--- src/rtl/ex_hazard_ctrl.sv ---
// ex_hazard_ctrl: EX-stage stall/flush/bubble control, ALU forwarding selects and MAC sequencing.
// Define HAZ_PERF_EN to add the stall-cycle and flush performance counters.
module ex_hazard_ctrl #(
   parameter int MAC_LAT = 3
) (
   input  logic        clk,
   input  logic        rst_n,
   input  logic [4:0]  id_rs1,
   input  logic [4:0]  id_rs2,
   input  logic [4:0]  ex_rs1,
   input  logic [4:0]  ex_rs2,
   input  logic [4:0]  ex_rd,
   input  logic        ex_memread,
   input  logic        ex_regwrite,
   input  logic        ex_mac,
   input  logic        ex_branch_taken,
   output logic        pc_stall,
   output logic        ifid_stall,
   output logic        idex_hold,
   output logic        idex_bubble,
   output logic        ifid_flush,
   output logic [1:0]  fwd_a,
   output logic [1:0]  fwd_b,
   output logic        mac_busy
`ifdef HAZ_PERF_EN
   ,
   output logic [31:0] perf_stall_cycles,
   output logic [31:0] perf_flushes
`endif
);
   typedef enum logic {IDLE, BUSY} state_t;
   state_t     state;
   logic [3:0] cnt;
   logic [4:0] mem_rd, wb_rd;
   logic       mem_rw, wb_rw;
   logic       busy, branch, mac_start, mac_stall, load_use;
   // rst_n gates the input-driven terms so every output is 0 while reset is held
   always_comb begin
      busy        = state == BUSY;
      branch      = rst_n && !busy && ex_branch_taken;
      mac_start   = rst_n && !busy && !ex_branch_taken && ex_mac && (MAC_LAT > 1);
      mac_stall   = mac_start || (busy && cnt != 4'd0);
      load_use    = rst_n && !busy && !ex_branch_taken && !mac_start && ex_memread &&
                    ex_rd != 5'd0 && (ex_rd == id_rs1 || ex_rd == id_rs2);
      pc_stall    = mac_stall || load_use;
      ifid_stall  = mac_stall || load_use;
      idex_hold   = mac_stall;
      idex_bubble = branch || load_use;
      ifid_flush  = branch;
      mac_busy    = mac_start || busy;
      fwd_a       = (mem_rw && mem_rd != 5'd0 && mem_rd == ex_rs1) ? 2'b10 :
                    (wb_rw && wb_rd != 5'd0 && wb_rd == ex_rs1) ? 2'b01 : 2'b00;
      fwd_b       = (mem_rw && mem_rd != 5'd0 && mem_rd == ex_rs2) ? 2'b10 :
                    (wb_rw && wb_rd != 5'd0 && wb_rd == ex_rs2) ? 2'b01 : 2'b00;
   end
   always_ff @(posedge clk or negedge rst_n) begin
      if (!rst_n) begin
         state  <= IDLE;
         cnt    <= 4'd0;
         mem_rd <= 5'd0;
         wb_rd  <= 5'd0;
         mem_rw <= 1'b0;
         wb_rw  <= 1'b0;
      end else begin
         wb_rd  <= mem_rd;
         wb_rw  <= mem_rw;
         mem_rw <= idex_hold ? 1'b0 : ex_regwrite;
         mem_rd <= idex_hold ? mem_rd : ex_rd;
         state  <= mac_start ? BUSY : (busy && cnt == 4'd0) ? IDLE : state;
         cnt    <= mac_start ? 4'(MAC_LAT - 2) : (busy && cnt != 4'd0) ? cnt - 4'd1 : cnt;
      end
   end
`ifdef HAZ_PERF_EN
   always_ff @(posedge clk or negedge rst_n) begin
      if (!rst_n) begin
         perf_stall_cycles <= 32'd0;
         perf_flushes      <= 32'd0;
      end else begin
         perf_stall_cycles <= perf_stall_cycles + {31'd0, pc_stall};
         perf_flushes      <= perf_flushes + {31'd0, ifid_flush};
      end
   end
`endif
endmodule

--- config.mk ---
export PLATFORM = sky130hd
export DESIGN_NAME = ex_hazard_ctrl
export DESIGN_NICKNAME = d
export VERILOG_FILES = /design/src/rtl/ex_hazard_ctrl.sv
export SDC_FILE = /design/constraint.sdc
export NUM_CORES = 1
export LEC_CHECK = 0
export BUFFER_PORTS_ARGS = -buffer_cell sky130_fd_sc_hd__buf_2
export CAP_MARGIN = 15
export CELL_PAD_IN_SITES_DETAIL_PLACEMENT = 0
export CELL_PAD_IN_SITES_GLOBAL_PLACEMENT = 1
export CORE_MARGIN = 8
export CORE_UTILIZATION = 32
export DETAILED_ROUTE_END_ITERATION = 16
export GPL_TIMING_DRIVEN = 0
export PLACE_DENSITY_LB_ADDON = 0.1
export SLEW_MARGIN = 20
export SYNTH_ARGS = -nofsm -noshare
export SYNTH_HDL_FRONTEND = slang
export SYNTH_SLANG_ARGS = --single-unit
--- constraint.sdc ---
create_clock -name clk -period 2.45 [get_ports clk]
set_clock_uncertainty 0.15 [all_clocks]
set_input_delay 0.735 -clock clk [delete_from_list [all_inputs] [get_ports clk]]
set_output_delay 0.735 -clock clk [all_outputs]
set_load 0.02 [all_outputs]
==> impl_metrics.env <==
export IMPL_synth_edff_count=0
export IMPL_ys_seq_elements=17
export IMPL_grt_pass1_wl_um=4450
export IMPL_pwr_share_seq_pct=31.9
export IMPL_path_max_fanout=2
export IMPL_critPathArrivalTime_ns=1.97
export IMPL_drcViolationCount=0
export IMPL_num_antenna_cells=0
export IMPL_synth_compound_area_share_pct=6.06
export IMPL_synth_top_area_share_pct=39.6
export IMPL_synthArstFlopShare_pct=100
export IMPL_fp_row_count=21
export IMPL_dp_hpwl_um=2060
export IMPL_initial_core_util_pct=32.7
export IMPL_cts_buffers=3
export IMPL_final_util_pct=52.2
export IMPL_path_buf_inv=2
export IMPL_ir_drop_mv=0.584
export IMPL_die_y_um=73.9
export IMPL_hold_violations=0
export IMPL_cp_end_kind="output port"
export IMPL_core_area_mm2=0.00328
export IMPL_worst_slack_ns=-0.404
export IMPL_syn_area_per_cell_um2=10.7
export IMPL_worst_slew_pin_slew_ns=0.302
export IMPL_period_needed_ns=2.85
export IMPL_combPwrFrac_pct=60.0
export IMPL_dr_first_iter_drc_count=22
export IMPL_cts_path_max_buffers=2
export IMPL_start_kind="input pin"
export IMPL_r2r_setup_slack_ns=0.46
export IMPL_gp_congestion=0.762
export IMPL_crit_end="fwd_b[0]"
export IMPL_max_slew_margin_rel_pct=79.7
export IMPL_synth_top_family_by_area="XOR/XNOR gates"
export IMPL_max_freq_ghz=0.350
export IMPL_drive_gt1_share_pct=57.9
export IMPL_yosysSeqAreaShare_pct=39.6
export IMPL_drv_cap=0
export IMPL_crit_required_ns=1.56
export IMPL_ant_nets=0
export IMPL_yosysMostFrequentCell="xor2_1"
export IMPL_antenna_found_initial=0
export IMPL_hp_class="in2async"
export IMPL_clk_insertion_delay_late_ns=0.28
export IMPL_yosys_area_top_type="dfrtp_1"
export IMPL_synthesis_instances=100
export IMPL_finalCritPeriodShare_pct=116
export IMPL_grt_pass1_vias=1000
export IMPL_area_delta_synth_final_pct=59.8
export IMPL_run_status="finished, violations left"
export IMPL_dr_pass1_iters=3
export IMPL_rsz0062_at_grt="true"
export IMPL_setup_viol=8
export IMPL_ys_types=31
export IMPL_power_density_mw_per_mm2=1050
export IMPL_leakage_nw=0.782
export IMPL_slew_violations=0
export IMPL_swShare_pct=40.2
export IMPL_die_area_mm2=0.00546
export IMPL_root_buffer="clkbuf_4"
export IMPL_synth_xor_area_share_pct=26.9
export IMPL_post_drt_wl_per_cell_um=13.2
export IMPL_synth_area_leaders="dfrtp_1 40%, xor2_1 21%, xnor2_1 5.7%"
export IMPL_viasPerCell=4.49
export IMPL_criticalPathCategory="in2out"
export IMPL_yosys_top_cells_count="26 x xor2_1, 17 x dfrtp_1, 7 x xnor2_1"
export IMPL_reg2reg_from="cnt[0]"
export IMPL_num_io_pins=41
export IMPL_syn_cell_area_mm2=0.00107
export IMPL_synthAdderAreaFrac_pct=2.33
export IMPL_failed_checks="setup timing"
export IMPL_cp_cell_sequence="buf_6, xor2_1, or4_4, nor4_4, buf_4"
export IMPL_path_clk_slew_ns=0.10
export IMPL_htreeDepth=1
export IMPL_ys_warn_count=0
export IMPL_finalSetupTns_ns=-2.23
export IMPL_slowest_stage="or4_4"
export IMPL_slowest_delay_ns=0.53
export IMPL_worst_path_stages=5
export IMPL_yosys_area_share_simple_pct=17.4
export IMPL_startpoint="ex_rs2[0]"
export IMPL_clkPwrFrac_pct=8.1
export IMPL_synthMuxAreaShare_pct=5.24
export IMPL_cts_sinks=17
export IMPL_num_nets_final=198
export IMPL_die_width_um=73.9
export IMPL_ff2ff_path_depth=6
export IMPL_grt_usage_pct=10.2
export IMPL_rr_endpoint="mem_rd[2]"
export IMPL_power_switching_mw=0.721
export IMPL_cts_tree="done"
export IMPL_synthFlopType="dfrtp_1"
export IMPL_synth_nets=133
export IMPL_totalWireLength_um=2770
export IMPL_overflow=0
export IMPL_num_vias=943
export IMPL_crit_family="simple AND/OR/NAND/NOR gates"
export IMPL_grt_max_degree=20
export IMPL_port_buffers=40
export IMPL_cell_internal_pwr_mw=1.07
==> layout make-up <==
cell class	count	area (um2)
plain buffers	1	11.3
clock buffers	3	22.5
clock inverters	1	5.00
fillers	315	1570
inverters	5	18.8
multi-input cells	77	742
flip-flops and latches	17	430
well taps	46	57.6
repair buffers	60	428
==> state kept, by name, summed over array words and instances, names as in the netlist <==
name and cells:
mem_rd 5, busy 1, wb_rw 1, wb_rd 5
cnt 4, mem_rw 1
==> power by group through the flow <==
stage | sequential, mW | clock (mW) | combinational (mW)
6_report | 0.572 | 0.146 | 1.08
5_1_grt | 0.592 | 0.164 | 1.17
4_1_cts | 0.587 | 0.154 | 0.937
3_5_place_dp | 0.607 | 0 | 0.691
3_3_place_gp | 0.609 | 0 | 0.685
2_1_floorplan | 0.549 | 0 | 0.542
==> kinds of logic (layout without fill, tap and decap cells) <==
family,after synthesis,in the layout
XOR/XNOR,33,33
AND/OR/NAND/NOR,29,29
flip-flops,17,17
AO/OA/AOI/OAI,8,8
buffers and inverters,6,70
multiplexers,5,5
adder cells (fa/ha/maj),2,2
==> cell usage in the layout (no fill, tap or decap), types with 2 or more instances in the layout <==
cell type / count
xnor2_1: 6
dfrtp_1: 13
or4_1: 2
nor3_1: 2
inv_1: 2
dfrtp_2: 4
buf_6: 9
nor4_4: 3
nand2_1: 2
buf_2: 27
buf_4: 23
xor2_1: 26
nand3_1: 3
o21ai_4: 2
mux2_2: 4
nor2_1: 4
clkbuf_4: 3
or4_4: 3
buf_8: 2
ha_1: 2
inv_2: 3
==> worst register-to-register path, delay by kind of cell, from the launching register on <==
kind | cells | cell delay, ns
DFF | 1 | 0.40
and+or+nand+nor | 1 | 0.40
muxes | 1 | 0.33
buffers and inverters | 2 | 0.25
AOI/OAI and AO/OA | 1 | 0.22
adders and majority gates | 1 | 0.13
==> metrics by stage <==
stage                     cells  hold WS (ns)  worst slack, ns  power [mW]  area [um2]
after floorplan             100         0.222           -0.211        1.09        1130
after global placement      186         0.234           -0.618        1.29        1390
after detailed placement    186         0.237           -0.647        1.30        1390
after CTS                   200         0.102           -0.399        1.68        1600
after global routing        210        0.0835           -0.483        1.93        1720
final                       210        0.0945           -0.404        1.79        1720
==> worst min-delay path by stage <==
stage,end,slack (ns),cells after the start
after floorplan,wb_rw,0.22,0
after global placement,wb_rw,0.23,0
after detailed placement,wb_rw,0.24,0
after CTS,cnt[1],0.10,1
after global routing,wb_rw,0.08,1
final,cnt[1],0.09,1
==> layer usage <==
layer	wire length [um]	GRT usage, %
met5	0	0
met4	17	2.00
met3	157	3.55
met2	1540	19.0
met1	1050	10.7
==> what timing repair did <==
| item | 4_1_cts | 5_1_grt |
|---|---|---|
| setup buffers | 10 | 10 |
| pin swaps | 11 | 3 |
| resized for setup | 32 | 9 |
| hold endpoints to repair | 0 | 0 |
| hold buffers | 0 | 0 |
| setup endpoints to repair | 9 | 9 |
(Power assumes the default switching activity.)
